<file path="config.mk">
export PLATFORM = sky130hd
export DESIGN_NAME = axi4_burst_addr_gen
export DESIGN_NICKNAME = d
export VERILOG_FILES = /design/src/rtl/axi4_burst_addr_gen.sv
export SDC_FILE = /design/constraint.sdc
export NUM_CORES = 1
export LEC_CHECK = 0
export ABC_AREA = 0
export BUFFER_PORTS_ARGS = -buffer_cell sky130_fd_sc_hd__buf_2
export CAP_MARGIN = 0
export CORE_UTILIZATION = 40
export DETAILED_ROUTE_END_ITERATION = 6
export GPL_TIMING_DRIVEN = 1
export HOLD_SLACK_MARGIN = 0.12
export PLACE_DENSITY = 0.82
export SYNTH_ARGS = -nofsm -noshare
export SYNTH_HDL_FRONTEND = slang
export SYNTH_SLANG_ARGS = --single-unit
</file>
<file path="constraint.sdc">
create_clock -name clock -period 1.3 [get_ports clock]
set_input_delay 0.195 -clock clock [delete_from_list [all_inputs] [get_ports clock]]
set_output_delay 0.195 -clock clock [all_outputs]
set_load 0.01 [all_outputs]
</file>
<file path="src/rtl/axi4_burst_addr_gen.sv">
// Burst/beat counters with registered base address, beat address, pattern
// data and last-beat flag; reused unchanged by the write and read phases.
module axi4_burst_addr_gen #(
   parameter int unsigned G_ADDR_WIDTH = 7,
   parameter int unsigned G_DATA_WIDTH = 32,
   parameter int unsigned G_BURST_LEN  = 4,
   parameter int unsigned G_NUM_BURSTS = 4,
   parameter int unsigned G_START_ADDR = 0,
   parameter logic [31:0] G_SEED       = 32'hA5A50000
) (
   input  logic                    clock,
   input  logic                    resetn,
   input  logic                    clear,
   input  logic                    beat_adv,
   input  logic                    burst_adv,
   output logic [G_ADDR_WIDTH-1:0] base_addr,
   output logic [G_ADDR_WIDTH-1:0] beat_addr,
   output logic [G_DATA_WIDTH-1:0] beat_data,
   output logic                    beat_last,
   output logic                    burst_last
);

   localparam int unsigned BYTES   = G_DATA_WIDTH / 8;
   localparam int unsigned SHIFT   = $clog2(BYTES);
   localparam int unsigned BEAT_W  = $clog2(G_BURST_LEN + 1);
   localparam int unsigned BURST_W = $clog2(G_NUM_BURSTS + 1);

   localparam logic [G_ADDR_WIDTH-1:0] START_A = G_ADDR_WIDTH'(G_START_ADDR);
   localparam logic [G_ADDR_WIDTH-1:0] BYTES_A = G_ADDR_WIDTH'(BYTES);
   localparam logic [G_ADDR_WIDTH-1:0] STRIDE  = G_ADDR_WIDTH'(G_BURST_LEN * BYTES);
   localparam logic [BEAT_W-1:0]       LAST_BEAT  = BEAT_W'(G_BURST_LEN - 1);
   localparam logic [BURST_W-1:0]      LAST_BURST = BURST_W'(G_NUM_BURSTS - 1);

   logic [G_ADDR_WIDTH-1:0] base_q, base_d, addr_q, addr_d;
   logic [G_DATA_WIDTH-1:0] data_q, data_d;
   logic [BEAT_W-1:0]       beat_q, beat_d;
   logic [BURST_W-1:0]      burst_q, burst_d;
   logic                    last_q, last_d;

   function automatic logic [G_DATA_WIDTH-1:0] pattern(input logic [G_ADDR_WIDTH-1:0] a);
      return G_DATA_WIDTH'(G_SEED) ^ G_DATA_WIDTH'(a >> SHIFT);
   endfunction

   // Next counter/address state: clear beats burst advance beats beat advance.
   always_comb begin
      base_d  = base_q;
      addr_d  = addr_q;
      beat_d  = beat_q;
      burst_d = burst_q;
      if (clear) begin
         base_d  = START_A;
         addr_d  = START_A;
         beat_d  = '0;
         burst_d = '0;
      end else if (burst_adv) begin
         base_d  = base_q + STRIDE;
         addr_d  = base_q + STRIDE;
         beat_d  = '0;
         burst_d = burst_q + BURST_W'(1);
      end else if (beat_adv) begin
         addr_d  = addr_q + BYTES_A;
         beat_d  = beat_q + BEAT_W'(1);
      end
      data_d = pattern(addr_d);
      last_d = (beat_d == LAST_BEAT);
   end

   // Counter and address registers.
   always_ff @(posedge clock or negedge resetn) begin
      if (!resetn) begin
         base_q  <= START_A;
         addr_q  <= START_A;
         data_q  <= pattern(START_A);
         beat_q  <= '0;
         burst_q <= '0;
         last_q  <= (G_BURST_LEN == 1);
      end else begin
         base_q  <= base_d;
         addr_q  <= addr_d;
         data_q  <= data_d;
         beat_q  <= beat_d;
         burst_q <= burst_d;
         last_q  <= last_d;
      end
   end

   assign base_addr  = base_q;
   assign beat_addr  = addr_q;
   assign beat_data  = data_q;
   assign beat_last  = last_q;
   assign burst_last = (burst_q == LAST_BURST);

endmodule

</file>
==> results of run 1 <==
Yosys cell counts:
cell / number
nand4_1: 2
a211oi_1: 3
or2_2: 1
conb_1: 2
xor2_1: 6
clkbuf_1: 1
and3_1: 1
dfrtp_1: 16
inv_1: 2
nand2b_1: 1
buf_2: 1
nor2_1: 13
mux2i_1: 4
nand2_1: 4
and2_1: 1
a21oi_1: 2
xnor2_1: 4
buf_6: 1
a21o_1: 1
buf_4: 37
ha_1: 5
critical path, cell delays in order, from the launching register on:
cell and delay, ps:
dfrtp_1 420, ha_4 180, ha_4 150, buf_6 110
cell type report:
class / count / area [um2]
fillers: 255 / 1390
clock buffers: 3 / 22.5
inverters: 2 / 7.51
repair buffers: 26 / 151
well taps: 30 / 37.5
flip-flops and latches: 16 / 400
multi-input cells: 79 / 473
layout by cell type (no fill, tap or decap):
| cell type | count |
|---|---|
| a211oi_1 | 3 |
| a21o_1 | 1 |
| a21oi_1 | 2 |
| and2_1 | 1 |
| and3_1 | 1 |
| buf_2 | 20 |
| buf_4 | 4 |
| buf_6 | 1 |
| clkbuf_4 | 3 |
| conb_1 | 31 |
| dfrtp_1 | 16 |
| dlygate4sd3_1 | 1 |
| ha_1 | 3 |
| ha_4 | 2 |
| inv_1 | 2 |
| mux2i_1 | 4 |
| nand2_1 | 4 |
| nand2b_1 | 1 |
| nand4_1 | 2 |
| nor2_1 | 13 |
| or2_2 | 1 |
| xnor2_1 | 4 |
| xor2_1 | 6 |
routing by layer:
metal | up-vias | wire [um]
met5 | - | 0
met4 | 0 | 0
met3 | 0 | 102
met2 | 29 | 680
met1 | 300 | 645
li1 | 313 | -
how the worst max path moves through the flow:
stage | start | to | slack (ps) | cells after the start
finish | burst_q[1] | burst_last | -30 | 3
global route | burst_q[1] | burst_last | -80 | 3
CTS | burst_q[1] | burst_last | -40 | 3
detailed placement | beat_addr[2] | beat_addr[6] | 100 | 4
global placement | base_addr[4] | beat_addr[6] | 170 | 4
floorplan | beat_addr[2] | beat_addr[6] | 140 | 4
kinds of logic (layout without fill, tap and decap cells):
group,Yosys count,count (layout),share of synthesized area
DFF,16,16,0.383
adders and majority gates,5,5,0.0599
xor gates and xnor gates,10,10,0.0838
buffers and inverters,42,31,0.292
AOI/OAI and AO/OA,6,6,0.0383
muxes,4,4,0.0383
other,2,31,0.00719
and+or+nand+nor,23,23,0.0970
per-stage QoR:
step | instance area, um2 | TNS [ps] | hold WS [ps] | setup WS, ps
after detailed placement | 998 | 0 | 126 | 97.0
after CTS | 1060 | -39.2 | 197 | -39.2
after global routing | 1090 | -78.3 | 210 | -78.3
after global placement | 998 | 0 | 116 | 172
final | 1090 | -25.6 | 211 | -25.6
after floorplan | 1150 | 0 | -101 | 143
power by group through the flow:
stage	logic, mW	registers (mW)	clock network (mW)
after floorplan	0.205	0.562	0
after global placement	0.177	0.556	0
after detailed placement	0.182	0.558	0
after CTS	0.196	0.547	0.263
after global routing	0.239	0.553	0.288
final	0.208	0.548	0.249
sequential cells by signal, indices dropped and copies added, names as in the netlist:
register	count
burst_q	3
beat_last	1
beat_q	3
base_addr	3
beat_addr	6
what timing repair did:
item	in CTS	in global routing
pin swaps	1	1
hold endpoints to repair	16	0
resized for setup	3	2
setup buffers	2	2
endpoints found under the setup margin	1	2
hold buffers	1	0
==> impl_metrics.toml, run 1 <==
[drt]
finalWirelength_um = 1430
via_count = 642
drt_iter0_markers = 3
viasPerCell = 4.12
final_antenna_net_count = 0
wl_per_cell_um = 9.15
route.detailed.drc = 0
first_pass_iters = 2

[clock_tree]
clock_sinks = 16
h-tree-depth = 1
tritoncts = "done"
numCtsBuffers = 3
clock-root-buffer = "clkbuf_4"
clkSlewWorstSetupHoldPaths_ps = 90
clockBufferDepth = 2
insertion_delay_ps = 280

[grt]
grt_max_degree = 17
antenna_found_initial = 0
grt_usage = 0.119
grt_busiest_layer = "met2"
grt_pass1_wl_um = 2310
grt_pass1_vias = 544
groute.layer.met1.usage = 0.150
grtUsageMet3 = 0.0316
grt_util_met2 = 0.184
overflow = 0

[critical_path]
ff2ff_path_depth = 4
cp.arrival_ps = 1130
cp-end-kind = "primary output"
r2r_setup_slack_ps = 110
worstSetupStartpointType = "register"
path_class = "reg -> out"
r2r_start = "base_addr[4]"
r2r_end = "beat_addr[6]"
worstPathRequired_ps = 1110
crit_fanout = 2

[sta]
final_hold_viol_count = 0
worst_slack_ps = -25.6
final-max-slew-violation-count = 0
fin_worst_skew_ps = 3.16
finalCriticalPeriod_ps = 1330
max_freq_mhz = 754
fin_crit_sh = 1.02
setup_viol_count_final = 1
rsz0062_at_grt = "true"

[power]
internal_power_mw = 0.711
swShare = 0.292
power_frac_seq = 0.545
power.density_mw_per_mm2 = 920
ir_worst_vdd_mv = 0.577
report.power.total_mw = 1.00
leakage_nw = 0.617
netSwitchingPower_mw = 0.294
combPwrFrac = 0.207
pwr-share-clk = 0.248

[synthesis]
synth_seq_cells = 16
synth.area.top_cells = "dfrtp_1 (38%), buf_4 (27%), ha_1 (6.0%)"
ys_warn_count = 0
yosysTopAreaCellShare = 0.383
synth.cell_area_mm2 = 0.00104
synth.avg_cell_area_um2 = 9.67
synth_cell_types = 21
synth-seq-area-share = 0.383
synth_top_cell_by_area = "dfrtp_1"
synthCells = 108

[outcome]
violations = "negative setup slack"
status = "complete, but fails checks"

[die]
die_w_um = 53.1
std_cell_rows = 18
ios = 53
fp.coreArea_mm2 = 0.00248
die_y_um = 53.1
die-area_mm2 = 0.00282
start_util = 0.422

[worst_hold_path]
hold_depth = 2
worstHoldStart = "clear"
min_path_type = "in -> reg"
min_to = "base_addr[5]"

[place]
io_buffers = 21
hpwl_um = 1060
dp_cells = 148
gp_congestion = 0.681

[finish]
num_antenna_cells = 0
nets = 138
fin_util = 0.441
instances_no_fill = 156
drive_above_1_share = 0.246
syn_to_final_growth_pct = 4.55

[run]
max_cap_viol_count = 0
Note: power is estimated with default switching activity, not from simulation.
==> run 2, diff against run 1 <==
--- a/config.mk
+++ b/config.mk
@@ -13,6 +13,7 @@
 export GPL_TIMING_DRIVEN = 1
 export HOLD_SLACK_MARGIN = 0.12
 export PLACE_DENSITY = 0.82
+export RECOVER_POWER = 25
 export SYNTH_ARGS = -nofsm -noshare
 export SYNTH_HDL_FRONTEND = slang
 export SYNTH_SLANG_ARGS = --single-unit
==> run 2 against run 1 <==
The flow still finishes with violations (negative setup slack); utilization shrank 0.050 points; non-clock buffer count is the same; worst setup slack is essentially flat; critical path depth is the same.
==> impl_metrics.toml, run 2 (synthesis results as in run 1) <==
[outcome]
status = "complete, but fails checks"
violations = "negative setup slack"

[sta]
final-max-slew-violation-count = 0
max_freq_mhz = 754
worst_slack_ps = -25.5
tightest_slew_ps = 858
finalCriticalPeriod_ps = 1330
setup_tns_ps = -25.5
slew_headroom = 0.428
setup_viol_count_final = 1
rsz0062_at_grt = "true"
fin_worst_skew_ps = 3.16
fin_crit_sh = 1.02
final_hold_viol_count = 0

[drt]
wl_per_cell_um = 9.16
drt_iter0_markers = 3
via_count = 642
first_pass_iters = 2
final_antenna_net_count = 0
finalWirelength_um = 1430
viasPerCell = 4.12
route.detailed.drc = 0

[worst_hold_path]
min_path_type = "in -> reg"
min_to = "base_addr[5]"
worstHoldStart = "clear"
hold_depth = 2

[critical_path]
cpPeakStageDelay_ps = 420
path_common_cell = "ha_4"
path_class = "reg -> out"
slowest_stage = "dfrtp_1"
r2r_end = "beat_addr[6]"
worstSetupStartpointType = "register"
path_cells = "ha_4 -> ha_4 -> buf_6"
worstPathRequired_ps = 1110
crit_fanout = 2
ff2ff_path_depth = 4
r2r_setup_slack_ps = 110
cp.arrival_ps = 1130
cp-end-kind = "primary output"
r2r_start = "base_addr[4]"

[run]
max_cap_viol_count = 0

[grt]
grt_usage = 0.119
grt_max_degree = 17
grt_pass1_vias = 544
antenna_found_initial = 0
grt_pass1_wl_um = 2310
overflow = 0

[finish]
seqCellArea_um2 = 400
largest_reg_flops = 6
n_fill_cell = 256
most-common-layout-cells = "conb_1 (31), buf_2 (19), dfrtp_1 (16)"
instances_no_fill = 156
nets = 138
drive_above_1_share = 0.238
syn_to_final_growth_pct = 4.43
final_common_cell = "conb_1"
multiInputGateArea_um2 = 473
num_antenna_cells = 0

[die]
start_util = 0.422
die_w_um = 53.1
std_cell_rows = 18
die-area_mm2 = 0.00282
ios = 53
die_y_um = 53.1
fp.coreArea_mm2 = 0.00248

[clock_tree]
clkSlewWorstSetupHoldPaths_ps = 90
tritoncts = "done"
clock-root-buffer = "clkbuf_4"
insertion_delay_ps = 280
clockBufferDepth = 2
clock_sinks = 16
h-tree-depth = 1
numCtsBuffers = 3

[power]
internal_power_mw = 0.711
report.power.total_mw = 1.00
power_frac_seq = 0.546
ir_worst_vdd_mv = 0.577
power.density_mw_per_mm2 = 921
leakage_nw = 0.613
combPwrFrac = 0.206
swShare = 0.293
netSwitchingPower_mw = 0.294
pwr-share-clk = 0.248

[place]
hpwl_um = 1060
io_buffers = 21
dp_cells = 148
gp_congestion = 0.681
## run 2: repair_timing
item	in CTS	in global routing
endpoints found under the hold margin	16	0
buffers inserted	2	2
hold buffers	1	0
resized for setup	3	2
endpoints found under the setup margin	1	2
pin swaps	1	1
## run 2: power groups by stage
stage               Sequential [mW]  Clock, mW  Combinational (mW)
finish                        0.548      0.249               0.207
global route                  0.553      0.288               0.239
CTS                           0.547      0.263               0.196
detailed placement            0.558          0               0.182
global placement              0.556          0               0.177
floorplan                     0.562          0               0.205
## run 2: layer usage
layer / wire, um / track usage / vias up
met5: 0 / 0 / -
met4: 0 / 0.0658 / 0
met2: 679 / 0.184 / 29
met1: 647 / 0.150 / 300
met3: 102 / 0.0316 / 0
li1: - / - / 313
## run 2: stage by stage
stage	cell area (um2)	hold slack, ps	worst slack [ps]	util
2_1_floorplan	1150	-101	143	-
3_3_place_gp	998	116	172	0.403
3_5_place_dp	998	126	97.0	0.403
4_1_cts	1060	197	-39.2	0.427
5_1_grt	1090	210	-78.3	0.440
6_report	1090	211	-25.5	0.440
## run 2: worst max-delay path by stage
stage / to / slack (ps) / from
2_1_floorplan: beat_addr[6] / 140 / beat_addr[2]
3_3_place_gp: beat_addr[6] / 170 / base_addr[4]
3_5_place_dp: beat_addr[6] / 100 / beat_addr[2]
4_1_cts: burst_last / -40 / burst_q[1]
5_1_grt: burst_last / -80 / burst_q[1]
6_report: burst_last / -30 / burst_q[1]
## run 2: area by class of cell
type / count / area share
clock buffer: 3 / 0.0206
inverter: 2 / 0.00688
sequential: 16 / 0.367
multi-input combinational: 79 / 0.433
tap: 30 / 0.0344
timing repair buffer: 26 / 0.138
## run 2: worst max-delay path, delay by kind of cell, from the launching register on
| family | cells | cell delay (ps) |
|---|---|---|
| DFF | 1 | 420 |
| buffers and inverters | 1 | 110 |
| adders and majority gates | 2 | 330 |
==> run 3, diff against run 2 <==
--- a/config.mk
+++ b/config.mk
@@ -8,8 +8,11 @@
 export ABC_AREA = 0
 export BUFFER_PORTS_ARGS = -buffer_cell sky130_fd_sc_hd__buf_2
 export CAP_MARGIN = 0
+export CORE_ASPECT_RATIO = 1.2
 export CORE_UTILIZATION = 40
+export CTS_CLUSTER_DIAMETER = 50
 export DETAILED_ROUTE_END_ITERATION = 6
+export GPL_ROUTABILITY_DRIVEN = 1
 export GPL_TIMING_DRIVEN = 1
 export HOLD_SLACK_MARGIN = 0.12
 export PLACE_DENSITY = 0.82
==> run 3 against run 2 <==
The run still ends with negative setup slack left; sequential share of layout area rose by 0.34 points; non-clock buffer count fell by 2; clock power rose by 29%; utilization rose by 1.4 points; power rose by 6.5%; flip-flop and latch count did not move; critical path type unchanged; register-to-register slack barely moved; cell count did not move; sequential power barely moved; count of clock-buffer cells in the layout rose by 1; critical endpoint unchanged; clock skew barely moved; combinational power fell by 3%.
==> impl_metrics.toml, run 3 (synthesis results as in run 1) <==
[outcome]
status = "complete, but fails checks"
violations = "negative setup slack"

[run]
max_cap_viol_count = 0

[place]
hpwl_um = 1110
io_buffers = 21
gp_congestion = 0.696
place_area_um2 = 1000

[sta]
finalCriticalPeriod_ps = 1340
final_hold_viol_count = 0
worst_slack_ps = -43.5
fin_crit_sh = 1.03
max_freq_mhz = 744
setup_viol_count_final = 1
fin_hold_ws_ps = 206
setup_tns_ps = -43.5
rsz0062_at_grt = "true"
fin_worst_skew_ps = 2.74
final-max-slew-violation-count = 0
tightest_slew_ps = 830
slew_headroom = 0.446

[drt]
route.detailed.drc = 0
final_antenna_net_count = 0
viasPerCell = 4.10
finalWirelength_um = 1510
drt_iter0_markers = 5
wl_per_cell_um = 9.65
via_count = 640
first_pass_iters = 4

[power]
power.density_mw_per_mm2 = 990
ir_worst_vdd_mv = 0.466
leakage_nw = 0.610

[critical_path]
r2r_start = "beat_addr[2]"
worstSetupStartpointType = "register"
critical_path_buf_inv_count = 1
path_class = "reg -> out"
cp-end-kind = "primary output"
crit_start = "burst_q[0]"
critical_path.top_delay_family = "flip-flops"
crit_fanout = 2
cp.arrival_ps = 1150
cpPeakStageDelay_ps = 390
path_cells = "ha_2 -> ha_4 -> buf_6"
slowest_stage = "dfrtp_1"
worstPathRequired_ps = 1110

[finish]
nets = 136
drive_above_1_share = 0.232
design_area_mm2 = 0.00108
syn_to_final_growth_pct = 3.47
largest_reg_flops = 6
final_common_cell = "conb_1"
most-common-layout-cells = "conb_1 (31), buf_2 (19), dfrtp_1 (16)"
num_antenna_cells = 0

[die]
die_y_um = 58.0
start_util = 0.439
fp.coreArea_mm2 = 0.00238
die-area_mm2 = 0.00282
die_w_um = 48.7
ios = 53
std_cell_rows = 19

[grt]
grt_pass1_wl_um = 2480
grt_usage = 0.113
grt_pass1_vias = 573
grt_max_degree = 17
overflow = 0
antenna_found_initial = 0

[clock_tree]
tritoncts = "done"
clkSlewWorstSetupHoldPaths_ps = 90
clock-root-buffer = "clkbuf_4"
clockBufferDepth = 2
numCtsBuffers = 3
clock_sinks = 16
insertion_delay_ps = 280
h-tree-depth = 1

[worst_hold_path]
min_path_type = "in -> reg"
worstHoldStart = "clear"
[run 3: layout make-up]
type	count	area [um2]
Fill cell	242	1300
Multi-Input combinational cell	79	463
Sequential cell	16	400
Timing Repair Buffer	24	135
Tap cell	31	38.8
Clock buffer	4	36.3
Inverter	2	7.51
[run 3: where the power goes]
part / internal [mW] / switching [mW]
clock: 0.170 / 0.151
sequential: 0.523 / 0.0249
combinational: 0.0742 / 0.126
total: 0.768 / 0.302
[run 3: stage by stage]
stage | worst slack (ps) | total power, mW | std cells | util
5_1_grt | -86.9 | 1.13 | 156 | 0.455
2_1_floorplan | 143 | 0.767 | 137 | -
4_1_cts | -41.6 | 1.07 | 156 | 0.451
6_report | -43.5 | 1.07 | 156 | 0.455
3_3_place_gp | 151 | 0.731 | 149 | 0.421
3_5_place_dp | 114 | 0.740 | 149 | 0.421
[run 3: metal layers]
| layer | up-vias | wire, um | track usage | part of all wire |
|---|---|---|---|---|
| li1 | 308 | - | - | - |
| met1 | 294 | 665 | 0.139 | 0.44 |
| met2 | 36 | 726 | 0.190 | 0.48 |
| met3 | 2 | 98 | 0.0262 | 0.065 |
| met4 | 0 | 15 | 0.0504 | 0.010 |
| met5 | - | 0 | 0 | 0 |
[run 3: path summary, 6_finish.rpt]
| kind | endpoint | slack [ps] | cells past startpoint |
|---|---|---|---|
| setup / recovery | burst_last | -40 | 3 |
| hold / removal | burst_q[0] | 210 | 2 |
| setup reg to reg | beat_addr[6] | 100 | 4 |
| hold reg to reg | beat_addr[0] | 510 | 1 |
| max in group asynchronous | base_addr[4] | 270 | 2 |
| min in group asynchronous | beat_last | 510 | 2 |
[run 3: worst register-to-register path: cells and delay by family (launching register included)]
family / cells / cell delay [ps]
DFF: 1 / 430
xor gates and xnor gates: 1 / 160
adders and majority gates: 1 / 190
and+or+nand+nor: 1 / 90
AOI/OAI and AO/OA: 1 / 230
[run 3: timing repair]
item                       CTS  global route
setup endpoints to repair    1             1
setup buffers                2             0
pin swaps                    1             1
gates resized for setup      3             1
hold endpoints to repair    16             0
hold buffers                 1             0
